--- src/rtl/wb_zet_pkg.sv ---
// wb_zet_pkg: shared types, constants and lane helpers for the ZET external memory bridge.
package wb_zet_pkg;
  typedef enum logic [1:0] {IDLE, REQ, BACKOFF, RESP} bridge_state_t;
  localparam logic [2:0] WB_CTI_CLASSIC = 3'b000;
  localparam logic [1:0] WB_BTE_LINEAR  = 2'b00;
  function automatic logic [3:0] lane_sel(input logic hi, input logic [1:0] sel);
    return hi ? {sel, 2'b00} : {2'b00, sel};
  endfunction
  function automatic logic [15:0] lane_rdata(input logic hi, input logic [31:0] dat);
    return hi ? dat[31:16] : dat[15:0];
  endfunction
endpackage

--- src/rtl/wb_zet_retry_timer.sv ---
// wb_zet_retry_timer: slave retry counter plus REQ wait-state timeout.
// The timeout exists only when WB_ZET_EXT_BRIDGE_TIMEOUT_EN is defined.
module wb_zet_retry_timer #(
  parameter int RETRY_MAX      = 4,
  parameter int TIMEOUT_CYCLES = 255
) (
  input  logic i_clk,
  input  logic i_rst,
  input  logic i_start,
  input  logic i_req,
  input  logic i_ack,
  input  logic i_err,
  input  logic i_rty,
  output logic o_retry_last,
  output logic o_timeout
);
  logic [3:0] r_retry;
  logic       w_rty_win;
  assign w_rty_win = i_req & i_rty & !i_ack & !i_err;
  always_ff @(posedge i_clk) begin
    if (i_rst | i_start) r_retry <= '0;
    else if (w_rty_win) r_retry <= r_retry + 4'd1;
  end
  assign o_retry_last = r_retry == 4'(RETRY_MAX - 1);
`ifdef WB_ZET_EXT_BRIDGE_TIMEOUT_EN
  logic [15:0] r_wait;
  logic        w_wait;
  assign w_wait = i_req & !(i_ack | i_err | i_rty);
  always_ff @(posedge i_clk) begin
    if (i_rst) r_wait <= '0;
    else r_wait <= w_wait ? r_wait + 16'd1 : '0;
  end
  assign o_timeout = w_wait & (r_wait == 16'(TIMEOUT_CYCLES - 1));
`else
  assign o_timeout = 1'b0 && (TIMEOUT_CYCLES > 0);
`endif
endmodule

--- src/rtl/wb_zet_ext_bridge.sv ---
// wb_zet_ext_bridge: registered ZET 16-bit Wishbone master to 32-bit external memory slave bridge.
// Optional slave wait-state timeout: define WB_ZET_EXT_BRIDGE_TIMEOUT_EN.
module wb_zet_ext_bridge
  import wb_zet_pkg::*;
#(
  parameter int SLV_ADR_WIDTH  = 32,
  parameter int RETRY_MAX      = 4,
  parameter int TIMEOUT_CYCLES = 255
) (
  input  logic                     wb_clk_i,
  input  logic                     wb_rst_i,
  input  logic [18:0]              wbm_adr_i,
  input  logic [15:0]              wbm_dat_i,
  output logic [15:0]              wbm_dat_o,
  input  logic [1:0]               wbm_sel_i,
  input  logic                     wbm_we_i,
  input  logic                     wbm_tga_i,
  input  logic                     wbm_stb_i,
  input  logic                     wbm_cyc_i,
  output logic                     wbm_ack_o,
  output logic                     wbm_err_o,
  output logic [SLV_ADR_WIDTH-1:0] wbs_adr_o,
  output logic [31:0]              wbs_dat_o,
  output logic [3:0]               wbs_sel_o,
  output logic                     wbs_we_o,
  output logic                     wbs_cyc_o,
  output logic                     wbs_stb_o,
  output logic [2:0]               wbs_cti_o,
  output logic [1:0]               wbs_bte_o,
  input  logic                     wbs_ack_i,
  input  logic                     wbs_err_i,
  input  logic                     wbs_rty_i,
  input  logic [31:0]              wbs_dat_i
);
  bridge_state_t            r_state, w_next;
  logic                     r_stb, r_ack, r_err, r_we, r_hi;
  logic [SLV_ADR_WIDTH-1:0] r_adr;
  logic [31:0]              r_dat;
  logic [3:0]               r_sel;
  logic [15:0]              r_rdat;
  logic                     w_req, w_stb, w_ack, w_err, w_load, w_cap;
  logic                     w_retry_last, w_timeout;
  // A request still present in the cycle after our ack/err is the stale one
  assign w_req = wbm_cyc_i & wbm_stb_i & !r_ack & !r_err;
  wb_zet_retry_timer #(
    .RETRY_MAX(RETRY_MAX),
    .TIMEOUT_CYCLES(TIMEOUT_CYCLES)
  ) u_retry_timer (
    .i_clk(wb_clk_i),
    .i_rst(wb_rst_i),
    .i_start(w_load),
    .i_req(r_state == REQ),
    .i_ack(wbs_ack_i),
    .i_err(wbs_err_i),
    .i_rty(wbs_rty_i),
    .o_retry_last(w_retry_last),
    .o_timeout(w_timeout)
  );
  always_comb begin
    w_next = r_state;
    w_stb  = r_stb;
    w_ack  = 1'b0;
    w_err  = 1'b0;
    w_load = 1'b0;
    w_cap  = 1'b0;
    case (r_state)
      IDLE: if (w_req) begin
        if (wbm_tga_i) w_err = 1'b1;
        else if (wbm_sel_i == 2'b00) w_ack = 1'b1;
        else begin
          w_load = 1'b1;
          w_stb  = 1'b1;
          w_next = REQ;
        end
      end
      REQ: if (wbs_err_i | (w_timeout & !wbs_ack_i & !wbs_rty_i)) begin
        w_stb  = 1'b0;
        w_err  = 1'b1;
        w_next = IDLE;
      end else if (wbs_ack_i) begin
        w_stb  = 1'b0;
        w_cap  = 1'b1;
        w_next = RESP;
      end else if (wbs_rty_i) begin
        w_stb  = 1'b0;
        w_err  = w_retry_last;
        w_next = w_retry_last ? IDLE : BACKOFF;
      end
      BACKOFF: begin
        w_stb  = 1'b1;
        w_next = REQ;
      end
      RESP: begin
        w_ack  = 1'b1;
        w_next = IDLE;
      end
      default: w_next = IDLE;
    endcase
  end
  always_ff @(posedge wb_clk_i) begin
    if (wb_rst_i) begin
      r_state <= IDLE;
      r_stb   <= 1'b0;
      r_ack   <= 1'b0;
      r_err   <= 1'b0;
      r_we    <= 1'b0;
      r_hi    <= 1'b0;
      r_adr   <= '0;
      r_dat   <= '0;
      r_sel   <= '0;
      r_rdat  <= '0;
    end else begin
      r_state <= w_next;
      r_stb   <= w_stb;
      r_ack   <= w_ack;
      r_err   <= w_err;
      if (w_load) begin
        r_adr <= SLV_ADR_WIDTH'({wbm_adr_i[18:1], 2'b00});
        r_dat <= {wbm_dat_i, wbm_dat_i};
        r_sel <= lane_sel(wbm_adr_i[0], wbm_sel_i);
        r_we  <= wbm_we_i;
        r_hi  <= wbm_adr_i[0];
      end
      if (w_cap) r_rdat <= lane_rdata(r_hi, wbs_dat_i);
    end
  end
  assign wbm_dat_o = r_rdat;
  assign wbm_ack_o = r_ack;
  assign wbm_err_o = r_err;
  assign wbs_adr_o = r_adr;
  assign wbs_dat_o = r_dat;
  assign wbs_sel_o = r_sel;
  assign wbs_we_o  = r_we;
  assign wbs_cyc_o = r_stb;
  assign wbs_stb_o = r_stb;
  assign wbs_cti_o = WB_CTI_CLASSIC;
  assign wbs_bte_o = WB_BTE_LINEAR;
endmodule

--- config.mk ---
export PLATFORM = sky130hd
export DESIGN_NAME = wb_zet_ext_bridge
export DESIGN_NICKNAME = d
export VERILOG_FILES = /design/src/rtl/wb_zet_pkg.sv /design/src/rtl/wb_zet_retry_timer.sv /design/src/rtl/wb_zet_ext_bridge.sv
export SDC_FILE = /design/constraint.sdc
export NUM_CORES = 1
export LEC_CHECK = 0
export BUFFER_PORTS_ARGS = -buffer_cell sky130_fd_sc_hd__buf_2
export CAP_MARGIN = 30
export CORE_ASPECT_RATIO = 0.5
export CORE_MARGIN = 2
export CORE_UTILIZATION = 35
export DETAILED_ROUTE_END_ITERATION = 8
export PLACE_DENSITY = 0.69
export SLEW_MARGIN = 20
export SYNTH_ARGS = -nofsm -noshare
export SYNTH_HDL_FRONTEND = slang
export SYNTH_SLANG_ARGS = --single-unit
--- constraint.sdc ---
create_clock -name wb_clk_i -period 1.44 [get_ports wb_clk_i]
set_input_delay 0.072 -clock wb_clk_i [delete_from_list [all_inputs] [get_ports wb_clk_i]]
set_output_delay 0.072 -clock wb_clk_i [all_outputs]
set_load 0.02 [all_outputs]
Yosys cells after proc, flatten, opt, wreduce, memory -nomap -nowiden
Index checks and enable logic that the tools add are counted.
- bitwise logic cells: 7
- equal/unequal tests: 8
- $add $sub $neg: 1
- mux-type cells: 34
- reduce and logical (&&, ||, !) cells: 9
- operators with widths (kind ; number):
    $mux 1 ; 21
    $mux 16 ; 1
    $mux 2 ; 7
    $pmux 2 s4 ; 1
    $and 1x1->1 ; 6
    $ne 2x2->1 const B ; 3
    $reduce_and 5->1 ; 1
    $add 4x1->4 const B ; 1
    $eq 2x2->1 const B ; 2
    $eq 4x2->1 const B ; 1
    $logic_not 1->1 ; 4
    $logic_not 2->1 ; 2
    $mux 4 ; 1
    $ne 4x4->1 const B ; 1
    $pmux 1 s2 ; 2
    $reduce_and 4->1 ; 1
    $pmux 1 s3 ; 1
    $reduce_bool 3->1 ; 1
    $eq 2x1->1 const B ; 1
    $or 1x1->1 ; 1
- bits in registers: 81
- bits of input ports: 78
- output and inout bits: 94
- logic and storage cells: 70

Logic depth before layout (Yosys ltp)
Gate-level depths: netlist of run 1.
- depth after elaboration: 6
- gate-level depth with buffers: 7
- mapped depth without buffers: 6

Cells and area by module
From an unflattened synthesis of run 1, not the netlist that was laid out.
- cells, all modules: 347
- area total of the unflattened synthesis: 2911.5 sq um
- modules (own cells, without submodules) (module ; area an instance (sq um) ; seq. area each (sq um) ; instances ; cells an instance):
    wb_zet_ext_bridge ; 2687.6 ; 1221.2 ; 1 ; 325
    wb_zet_retry_timer ; 224.0 ; 80.1 ; 1 ; 22

Least setup slack after synthesis of run 1
OpenSTA, ideal clock, no wires.
- path type: flip-flop to flip-flop
- from: reg r_err (netlist: wbm_err_o)
- to: reg r_dat[20] (netlist: wbs_dat_o[20])
- setup slack: -0.197 ns
- period minus slack after synthesis: 1.637 ns
- stages on the path, launching flop included: 7
- library setup time: 0.132 ns
- data arrival time: 1.505 ns
- required time: 1.308 ns
- path through: dfxtp_1 nand4bb_4 or4b_1 buf_2 buf_6 nand2_1 a21oi_1
- word-level cells in the longest chain between the ends: 4
- RTL lines (what ; line ; RTL):
    from (decl) ; wb_zet_ext_bridge.sv:36 ; logic r_stb, r_ack, r_err, r_we, r_hi;
    from (signal assigned) ; wb_zet_ext_bridge.sv:116 ; r_err <= w_err;
    $logic_not 1->1 ; wb_zet_ext_bridge.sv:44 ; assign w_req = wbm_cyc_i & wbm_stb_i & !r_ack & !r_err;
    $and 1x1->1 ; wb_zet_ext_bridge.sv:44 ;
    $mux 1 ; wb_zet_ext_bridge.sv:67 ; IDLE: if (w_req) begin
    $mux 1 ; wb_zet_ext_bridge.sv:66 ; case (r_state)
    to (signal assigned) ; wb_zet_ext_bridge.sv:119 ; r_dat <= {wbm_dat_i, wbm_dat_i};
    to (decl) ; wb_zet_ext_bridge.sv:38 ; logic [31:0] r_dat;
No other way between the ends.
A chain may end at the register's enable or synchronous reset.

Final worst setup path of run 1
- from: reg r_err (netlist: wbm_err_o)
- to: reg r_dat[25] (netlist: wbs_dat_o[25])
The elaborated chain is that of the path after synthesis.

==> results.cfg, run 1 <==
[outcome]
outcome = finished, violations left
violations = negative setup slack

[sta]
hold_violations = 0
rsz0062_at_grt = yes
fin_hold_ws_ps = 18.78
setup_viol = 46
fin_ws_ps = -138.7
fmax_ghz = 0.6334
clock-skew-final_ps = 3.882
max_slew_margin = 0.5894
timing.final.crit_share = 1.096
drv_slew = 0
worstMarginPinSlew_ps = 615.9
period_needed_ps = 1579

[route]
avgRoutedWirePerCell_microns = 12.90
routed_wl_microns = 8220
antenna_left = 0
vias_per_cell = 4.529
firstDrtPassIters = 4
drt_iter0_markers = 65
vias = 2885
drcViolationCount = 0

[layout]
drive_gt1_frac = 0.4762
final_common_cell = buf_2
stdcell_count = 637
multi_input_area_sq_um = 1486
seq_area_sq_um = 1306
final_area_sq_um = 4717
fillers = 691
mostFrequentLayoutCells = buf_2 (152), nand2_1 (73), dfxtp_1 (61), a21oi_1 (34), dlygate4sd3_1 (33)
n_antenna_cell = 0
nets = 603
area_delta_synth_final_pct = 62.01

[placement]
hpwlAfterDp_microns = 4759
placed_cell_area_sq_um = 3691
placed_cells = 579
dp_worst_setup_slack_ps = -132.5
numPortBuffers = 152
gp_congestion = 0.7293

[synthesis]
synthesis.area_sq_um = 2912
synthXorXnorAreaFrac = 0.009024
syn-instance-count = 338
yosysSeqAreaShare = 0.4469
yosys.area_share.simple = 0.1912
yosysWarnings = 0
muxShareOfSynthArea = 0.05844
yosysTopAreaCell = dfxtp_1
synth_top_family_by_area = simple AND/OR/NAND/NOR gates
synth_compound_area_frac = 0.1345
yosys-top-cells-area = dfxtp_1 (45%), nand2_1 (9.9%), buf_4 (9.3%)
ys_types = 37
syn_area_per_cell_sq_um = 8.614
synth_seq_cells = 65
async_flop_share = 0
yosys.area.top_type_share = 0.4469
synthAdderAreaFrac = 0.01719
synth-edff-count = 0
ys.flop_type = dfxtp_1

[power]
p_seq_frac = 0.366
powerDensity_nw_per_um2 = 1128
internal_power_mw = 3.959
comb_power_share = 0.203
clkPwrFrac = 0.430
sw_frac_of_total = 0.2560
vdd_drop_max_uv = 588.7
power_switching_mw = 1.362
p_leak_nw = 2.108

[setup_path]
reg2reg_slack_ps = -140
crit_path_end_kind = flop
critical_path_class = flop to flop
rr_endpoint = wbs_dat_o[25]
crit_arrival_ps = 1830
critical_path.startpoint_type = flop
cp_max_fo = 7
reg2regPathDepth = 7
cp-startpoint = wbm_err_o
required_ps = 1690
regToRegStartpoint = wbm_err_o

[hold_path]
worstHoldStart = wbm_sel_i[0]
min_path_cells = 3
hold_class = primary input to flop
min_delay_worst_endpoint = wbs_sel_o[2]

[grt]
grt_pass1_vias = 2400
grt_pass1_wl_microns = 10860
grt_remaining_overflow = 0
antenna_found_initial = 0
grt_max_degree = 41
track_usage = 0.1537

[clock_tree]
clock-sinks = 65
cts_tree = yes
cts_max_path_buffers = 2
clkTransAtPathRegs_ps = 50
htree_num_levels = 3
root_buffer = clkbuf_16
cts_made_buffers = 9
clock_latency_ps = 330

[job]
cap_violations = 0

[floorplanning]
start_util = 0.3626
num_rows = 23
die_w_microns = 133.0
ioPinCount = 172
die_h_microns = 68.50
die_area_sq_um = 9109
coreArea_sq_um = 8029
-- power groups by stage --
stage / combinational, mW / sequential (mW) / clock, mW
2_1_floorplan: 0.459 / 2.07 / 0
3_3_place_gp: 0.825 / 1.98 / 0
3_5_place_dp: 0.838 / 1.98 / 0
4_1_cts: 0.949 / 1.94 / 2.35
5_1_grt: 1.16 / 1.96 / 2.45
6_report: 1.08 / 1.95 / 2.29
-- routing by layer --
| layer | vias to the layer above | track usage | share of wire |
|---|---|---|---|
| li1 | 1455 | - | - |
| met4 | 0 | 0.07796 | 0.017 |
| met5 | - | 0 | 0 |
| met1 | 1326 | 0.1650 | 0.42 |
| met3 | 11 | 0.05044 | 0.049 |
| met2 | 93 | 0.2830 | 0.51 |
-- worst max-delay path, stage by stage, from the launching register on --
cell       delay, ps
dfxtp_2          320
nand4bb_4        240
buf_6            150
nor4b_4          300
buf_6            180
clkbuf_16        150
nand2_1           50
a21oi_1          120
-- state kept, by name (all words and copies together), names as in the netlist, 2 cells and up --
signal and flops:
wbs_adr_o 18, wbm_dat_o 16, wbs_dat_o 16, u_retry_timer.r_retry 4, wbs_sel_o 4, r_state 2
-- Yosys cell counts (2+ instances only) --
cell type	count
a21oi_1	44
buf_4	36
dfxtp_1	65
buf_6	4
o21ai_0	2
nand2_1	77
nor3_1	6
inv_1	3
buf_2	7
clkbuf_1	9
mux2i_1	17
nand3b_1	2
xor2_1	2
nor4b_1	2
a211oi_1	16
nor2_1	21
ha_1	4
nand3_1	2
-- area by class of cell --
class | count | area share
multi-input cells | 230 | 0.3151
clock buffers | 12 | 0.05225
clock inverters | 3 | 0.01379
inverters | 3 | 0.002387
well taps | 112 | 0.02971
repair buffers | 212 | 0.3098
flip-flops and latches | 65 | 0.2769
-- how the worst max path moves through the flow --
stage | endpoint | slack, ps | cells after the start
after global placement | wbs_adr_o[9] | -90 | 5
after CTS | wbs_sel_o[2] | -100 | 6
after floorplan | wbs_dat_o[20] | -160 | 6
after global routing | wbs_dat_o[25] | -210 | 7
final | wbs_dat_o[25] | -140 | 7
after detailed placement | wbs_adr_o[9] | -130 | 6
-- stage by stage --
stage | setup TNS, ps | total power, mW | utilization
after global routing | -6904 | 5.577 | 0.5875
final | -4349 | 5.322 | 0.5875
after CTS | -2668 | 5.242 | 0.5462
after detailed placement | -4385 | 2.815 | 0.4597
after global placement | -2822 | 2.801 | 0.4597
after floorplan | -6455 | 2.531 | -
-- kinds of logic after synthesis --
family                   count (synthesis)
other                                    1
multiplexers                            17
flip-flops                              65
buffers and inverters                   61
AO/OA/AOI/OAI                           67
XOR/XNOR                                 3
adder cells (fa/ha/maj)                  4
AND/OR/NAND/NOR                        120
-- repair_timing --
item	in CTS	in global routing
gates resized for setup	11	49
endpoints found under the setup margin	42	64
hold buffers	33	0
buffers inserted	2	3
pin swaps	2	35
endpoints found under the hold margin	33	0
gates cloned	0	6
(Power assumes the default switching activity.)
==> run 2, diff against run 1 <==
--- a/config.mk
+++ b/config.mk
@@ -5,8 +5,9 @@
 export SDC_FILE = /design/constraint.sdc
 export NUM_CORES = 1
 export LEC_CHECK = 0
+export ABC_AREA = 1
 export BUFFER_PORTS_ARGS = -buffer_cell sky130_fd_sc_hd__buf_2
-export CAP_MARGIN = 30
+export CAP_MARGIN = 20
 export CORE_ASPECT_RATIO = 0.5
 export CORE_MARGIN = 2
 export CORE_UTILIZATION = 35
==> run 2 against run 1 <==
Compared with the run above: the flow now finishes without violations; clock power shrank 7%; worst hold slack lost 9.7 ps; global-route usage grew 0.85 points; fmax grew 17%; sequential power grew 9%; sequential cell count is the same; non-clock buffer count shrank 18; first-iteration DRC count grew 11%; highest routed layer unchanged.
==> results.cfg, run 2 <==
[floorplanning]
ioPinCount = 172
coreArea_sq_um = 8058
die_area_sq_um = 9157
start_util = 0.3634
die_w_microns = 133.3
die_h_microns = 68.68
num_rows = 23

[power]
power_switching_mw = 1.886
sw_frac_of_total = 0.3210
internal_power_mw = 3.990
comb_power_share = 0.276
vdd_drop_max_uv = 824.4
p_leak_nw = 2.104
clkPwrFrac = 0.361
p_seq_frac = 0.363
powerDensity_nw_per_um2 = 1374
power.total_mw = 5.876

[synthesis]
yosysTopAreaCell = dfxtp_1
synth_most_common_cell = nor2_1
syn-instance-count = 367
synth_commonest_cells = nor2_1 (80), dfxtp_1 (65), o21ai_0 (43)
synth_seq_cells = 65
yosys-top-cells-area = dfxtp_1 (44%), nor2_1 (10%), buf_4 (10%)
yosys.area.top_type_share = 0.4444
yosysSeqAreaShare = 0.4444
ys.flop_type = dfxtp_1
ys_types = 27
synthesis.area_sq_um = 2928
synth-edff-count = 0
yosysWarnings = 0
async_flop_share = 0
syn_area_per_cell_sq_um = 7.978

[setup_path]
crit_arrival_ps = 1620
cp-endpoint = wbs_cyc_o
critical_path.slowest_cell = dfxtp_2
reg2reg_slack_ps = 90
critical_path.startpoint_type = flop
crit_path_end_kind = flop
regToRegStartpoint = r_state[0]
cp_max_fo = 5
reg2regPathDepth = 8
cp-startpoint = r_state[0]
cpMostUsedCell = inv_1
path_cells = inv_1, ha_1, and2_1, nor2_4, nand3_1, nand2_1, inv_1, nor2_1
required_ps = 1710
rr_endpoint = wbs_cyc_o
critical_path_class = flop to flop
slowest_delay_ps = 380

[grt]
grt_remaining_overflow = 0
antenna_found_initial = 0
grt_pass1_vias = 2516
grt_max_degree = 55
track_usage = 0.1622
grt_pass1_wl_microns = 11450

[placement]
hpwlAfterDp_microns = 5152
placed_cells = 607
numPortBuffers = 152
gp_congestion = 0.7665

[route]
routed_wl_microns = 7541
wl_met1_microns = 2936
drcViolationCount = 0
wl_met3_microns = 339
drt_iter0_markers = 72
antenna_left = 0
firstDrtPassIters = 4
vias = 2866
vias_per_cell = 4.389
dr_wl_met2_microns = 3997
top_layer = met4
avgRoutedWirePerCell_microns = 11.55

[layout]
final_common_cell = buf_2
mostFrequentLayoutCells = buf_2 (152), nor2_1 (78), dfxtp_1 (64), o21ai_0 (41), dlygate4sd3_1 (30)
largest_reg_flops = 18
stdcell_count = 653
area_delta_synth_final_pct = 46.03
nets = 618
fillers = 790
n_antenna_cell = 0
final_core_util = 0.5306
drive_gt1_frac = 0.3586

[sta]
hold_violations = 0
fin_hold_ws_ps = 9.067
setup_viol = 0
timing.final.crit_share = 0.9408
clock-skew-final_ps = 6.260
period_needed_ps = 1355
drv_slew = 0
setup_tns_ps = 0
fmax_ghz = 0.7381

[outcome]
outcome = finished clean

[clock_tree]
cts_made_buffers = 9
cts_max_path_buffers = 2
clkTransAtPathRegs_ps = 50
clock-sinks = 65
cts_tree = yes
clock_latency_ps = 320
postCtsSetupRepairBufs = 0
root_buffer = clkbuf_16
htree_num_levels = 3

[hold_path]
hold_class = primary input to flop

[job]
cap_violations = 0
## run 2: cell count changes after synthesis, sizes merged, moves of 2 or more
cell and delta:
a211oi -16, a21oi -24, buf +3, clkbuf -6, inv +16, nand2 -49, nand3 +12, nand3b -2
nor2 +62, nor3 -4, nor4b -3, o21ai +51
## run 2: critical path: cells and delay by family, from the launching register on
| kind | cells | cell delay, ps |
|---|---|---|
| buf+inv | 2 | 90 |
| simple gates | 5 | 590 |
| fa+ha+maj | 1 | 240 |
| flops | 1 | 380 |
## run 2: per-layer routing
metal	up-vias	global-route usage
li1	1477	-
met1	1281	0.1665
met2	82	0.3086
met3	26	0.05044
met4	0	0.08910
met5	-	0
## run 2: logic make-up (layout without fill, tap and decap cells)
logic type / after synthesis / count (layout) / share of synthesized area
buffers and inverters: 73 / 229 / 0.1585
AO/OA/AOI/OAI: 74 / 74 / 0.1274
flip-flops: 65 / 65 / 0.4444
AND/OR/NAND/NOR: 132 / 132 / 0.1906
other: 1 / 19 / 0.001281
adder cells (fa/ha/maj): 4 / 4 / 0.01709
XOR/XNOR: 2 / 2 / 0.005984
multiplexers: 16 / 16 / 0.05470
## run 2: repair_timing
item	4_1_cts	5_1_grt
hold buffers	30	0
gates resized for setup	1	12
endpoints found under the setup margin	1	44
pin swaps	0	1
endpoints found under the hold margin	30	0
## run 2: final cells by class
| type | count | area, sq um | share of cell area |
|---|---|---|---|
| well taps | 112 | 140.1 | 0.03278 |
| clock inverters | 7 | 71.32 | 0.01668 |
| clock buffers | 9 | 225.2 | 0.05268 |
| flip-flops and latches | 65 | 1303 | 0.3047 |
| repair buffers | 194 | 1192 | 0.2789 |
| inverters | 19 | 71.32 | 0.01668 |
| multi-input cells | 247 | 1272 | 0.2976 |
## run 2: power by group through the flow
stage               sequential, mW  clock (mW)  combinational [mW]
global placement              2.15           0                1.48
global route                  2.16        2.26                1.79
finish                        2.13        2.12                1.62
CTS                           2.12        2.19                1.57
floorplan                     2.37           0               0.877
detailed placement            2.16           0                1.50
## run 2: worst min path at each step
stage,startpoint,to,slack (ps),cells past startpoint
finish,wbm_adr_i[6],wbs_adr_o[7],9,3
global route,wbm_adr_i[7],wbs_adr_o[8],20,3
CTS,wbm_adr_i[13],wbs_adr_o[14],2,3
detailed placement,wb_rst_i,r_state[0],300,2
global placement,wb_rst_i,r_state[0],300,2
floorplan,wb_rst_i,r_state[0],140,1
## run 2: per-stage QoR
| step | instance area, sq um | worst slack (ps) |
|---|---|---|
| after floorplan | 2995 | 135.8 |
| after CTS | 4230 | 1.974 |
| after detailed placement | 3631 | -9.637 |
| after global placement | 3631 | 59.55 |
| final | 4275 | 85.19 |
| after global routing | 4275 | -11.77 |
==> run 3, diff against run 2 <==
--- a/config.mk
+++ b/config.mk
@@ -5,10 +5,8 @@
 export SDC_FILE = /design/constraint.sdc
 export NUM_CORES = 1
 export LEC_CHECK = 0
-export ABC_AREA = 1
 export BUFFER_PORTS_ARGS = -buffer_cell sky130_fd_sc_hd__buf_2
 export CAP_MARGIN = 20
-export CORE_ASPECT_RATIO = 0.5
 export CORE_MARGIN = 2
 export CORE_UTILIZATION = 35
 export DETAILED_ROUTE_END_ITERATION = 8
==> run 3 against run 2 <==
Compared with the run above: sequential cell count unchanged; power down 22%; die area down 1.0%; the flow now finishes with violations (negative setup slack); cell area up 5.8%; via count up 2.7%; sequential share of layout area down 1.6 points; non-clock buffer count up 21; worst hold slack better by 14 ps.
==> results.cfg, run 3 (synthesis results as in run 1) <==
[outcome]
outcome = finished, violations left
violations = negative setup slack

[layout]
nets = 606
largest_reg_flops = 18
mostFrequentLayoutCells = buf_2 (152), nand2_1 (71), dfxtp_1 (61), dlygate4sd3_1 (35), a21oi_1 (33)
final_area_sq_um = 4524
n_antenna_cell = 0
drive_gt1_frac = 0.4527
area_delta_synth_final_pct = 55.39
final_common_cell = buf_2
final_core_util = 0.5562

[route]
vias_per_cell = 4.649
antenna_left = 0
firstDrtPassIters = 4
vias = 2943
drcViolationCount = 0
routed_wl_microns = 8397
drt_iter0_markers = 82
avgRoutedWirePerCell_microns = 13.27

[floorplanning]
ioPinCount = 172
num_rows = 33
die_w_microns = 95.21
die_h_microns = 95.21
die_area_sq_um = 9064
coreArea_sq_um = 8134
start_util = 0.3579

[power]
power.total_mw = 4.573
p_leak_nw = 2.044
vdd_drop_max_uv = 420.4
powerDensity_nw_per_um2 = 1011

[sta]
max_slew_margin = 0.6350
worstMarginPinSlew_ps = 547.5
fin_hold_ws_ps = 22.98
setup_viol = 44
hold_violations = 0
clock-skew-final_ps = 8.763
period_needed_ps = 1555
fmax_ghz = 0.6431
drv_slew = 0
fin_ws_ps = -115.1
timing.final.crit_share = 1.080
rsz0062_at_grt = yes

[setup_path]
reg2reg_slack_ps = -120
crit_path_end_kind = flop
critical_path.startpoint_type = flop
cpMostUsedCell = buf_6
path_cells = nand4bb_4, buf_6, nor4b_4, buf_6, clkbuf_16, nand2_1, a21oi_2
critical_path_class = flop to flop
slowest_delay_ps = 320
critical_path.slowest_cell = dfxtp_2
cp_max_fo = 20
required_ps = 1700
crit_arrival_ps = 1820

[grt]
grt_use_met1 = 0.1695
met3_usage = 0.04506
track_usage = 0.1570
grt_pass1_wl_microns = 11100
antenna_found_initial = 0
met2_usage = 0.2870
grt_max_degree = 41
grt_remaining_overflow = 0
grt_pass1_vias = 2516
busiest_layer = met2

[clock_tree]
cts_made_buffers = 9
htree_num_levels = 3
cts_max_path_buffers = 2
clock_latency_ps = 330
clkTransAtPathRegs_ps = 70
root_buffer = clkbuf_8
cts_tree = yes
clock-sinks = 65

[placement]
dp_worst_setup_slack_ps = -146.1
placed_cell_area_sq_um = 3657
gp_congestion = 0.7936
hpwlAfterDp_microns = 5154
numPortBuffers = 152

[hold_path]
hold_class = primary input to flop

[job]
cap_violations = 0
==> run 3: changes by cell type in the layout (fill, tap and decap cells not counted), moves of 12 or more <==
cell,delta
nor2_1,-59
nand2_1,+43
o21ai_0,-40
inv_1,-15
a21oi_1,+13
o21ai_1,-12
==> run 3: worst max-delay path, delay by kind of cell (launching register included) <==
family / cells / cell delay [ps]
DFF: 1 / 320
and+or+nand+nor: 3 / 550
AOI/OAI and AO/OA: 1 / 120
buffers and inverters: 3 / 500
==> run 3: cell type report <==
cell class	instances	area [sq um]
clock buffer	12	155.1
clock inverter	3	40.04
fill	740	3610
inverter	3	11.26
multi-input combinational	230	1416
sequential	65	1306
tap	105	131.4
timing repair buffer	215	1464
==> run 3: layer usage <==
layer	part of all wire	wire length [microns]
met1	0.41	3428
met2	0.51	4317
met3	0.060	503
met4	0.018	147
met5	0	0
==> run 3: worst paths after layout <==
check                     from       endpoint  cells past startpoint
setup reg to reg     wbm_ack_o  wbs_adr_o[17]                      7
hold reg to reg   wbs_sel_o[1]   wbs_sel_o[1]                      2
hold / removal    wbm_sel_i[0]   wbs_sel_o[0]                      3
setup / recovery     wbm_ack_o  wbs_adr_o[17]                      7
==> run 3: timing repair <==
item,CTS,global route
hold endpoints to repair,35,0
resized for setup,12,36
cloned,0,4
setup buffers,3,4
pin swaps,5,21
endpoints found under the setup margin,47,57
hold buffers,35,0
==> run 3: power by group <==
| group | internal [mW] | switching (mW) |
|---|---|---|
| clock | 0.880 | 0.660 |
| combinational | 0.528 | 0.561 |
| sequential | 1.89 | 0.0537 |
==> run 3: through the flow <==
step / std cells / setup TNS (ps)
global route: 633 / -6619
finish: 633 / -3613
global placement: 572 / -2691
CTS: 625 / -3788
detailed placement: 572 / -3495
floorplan: 356 / -6455
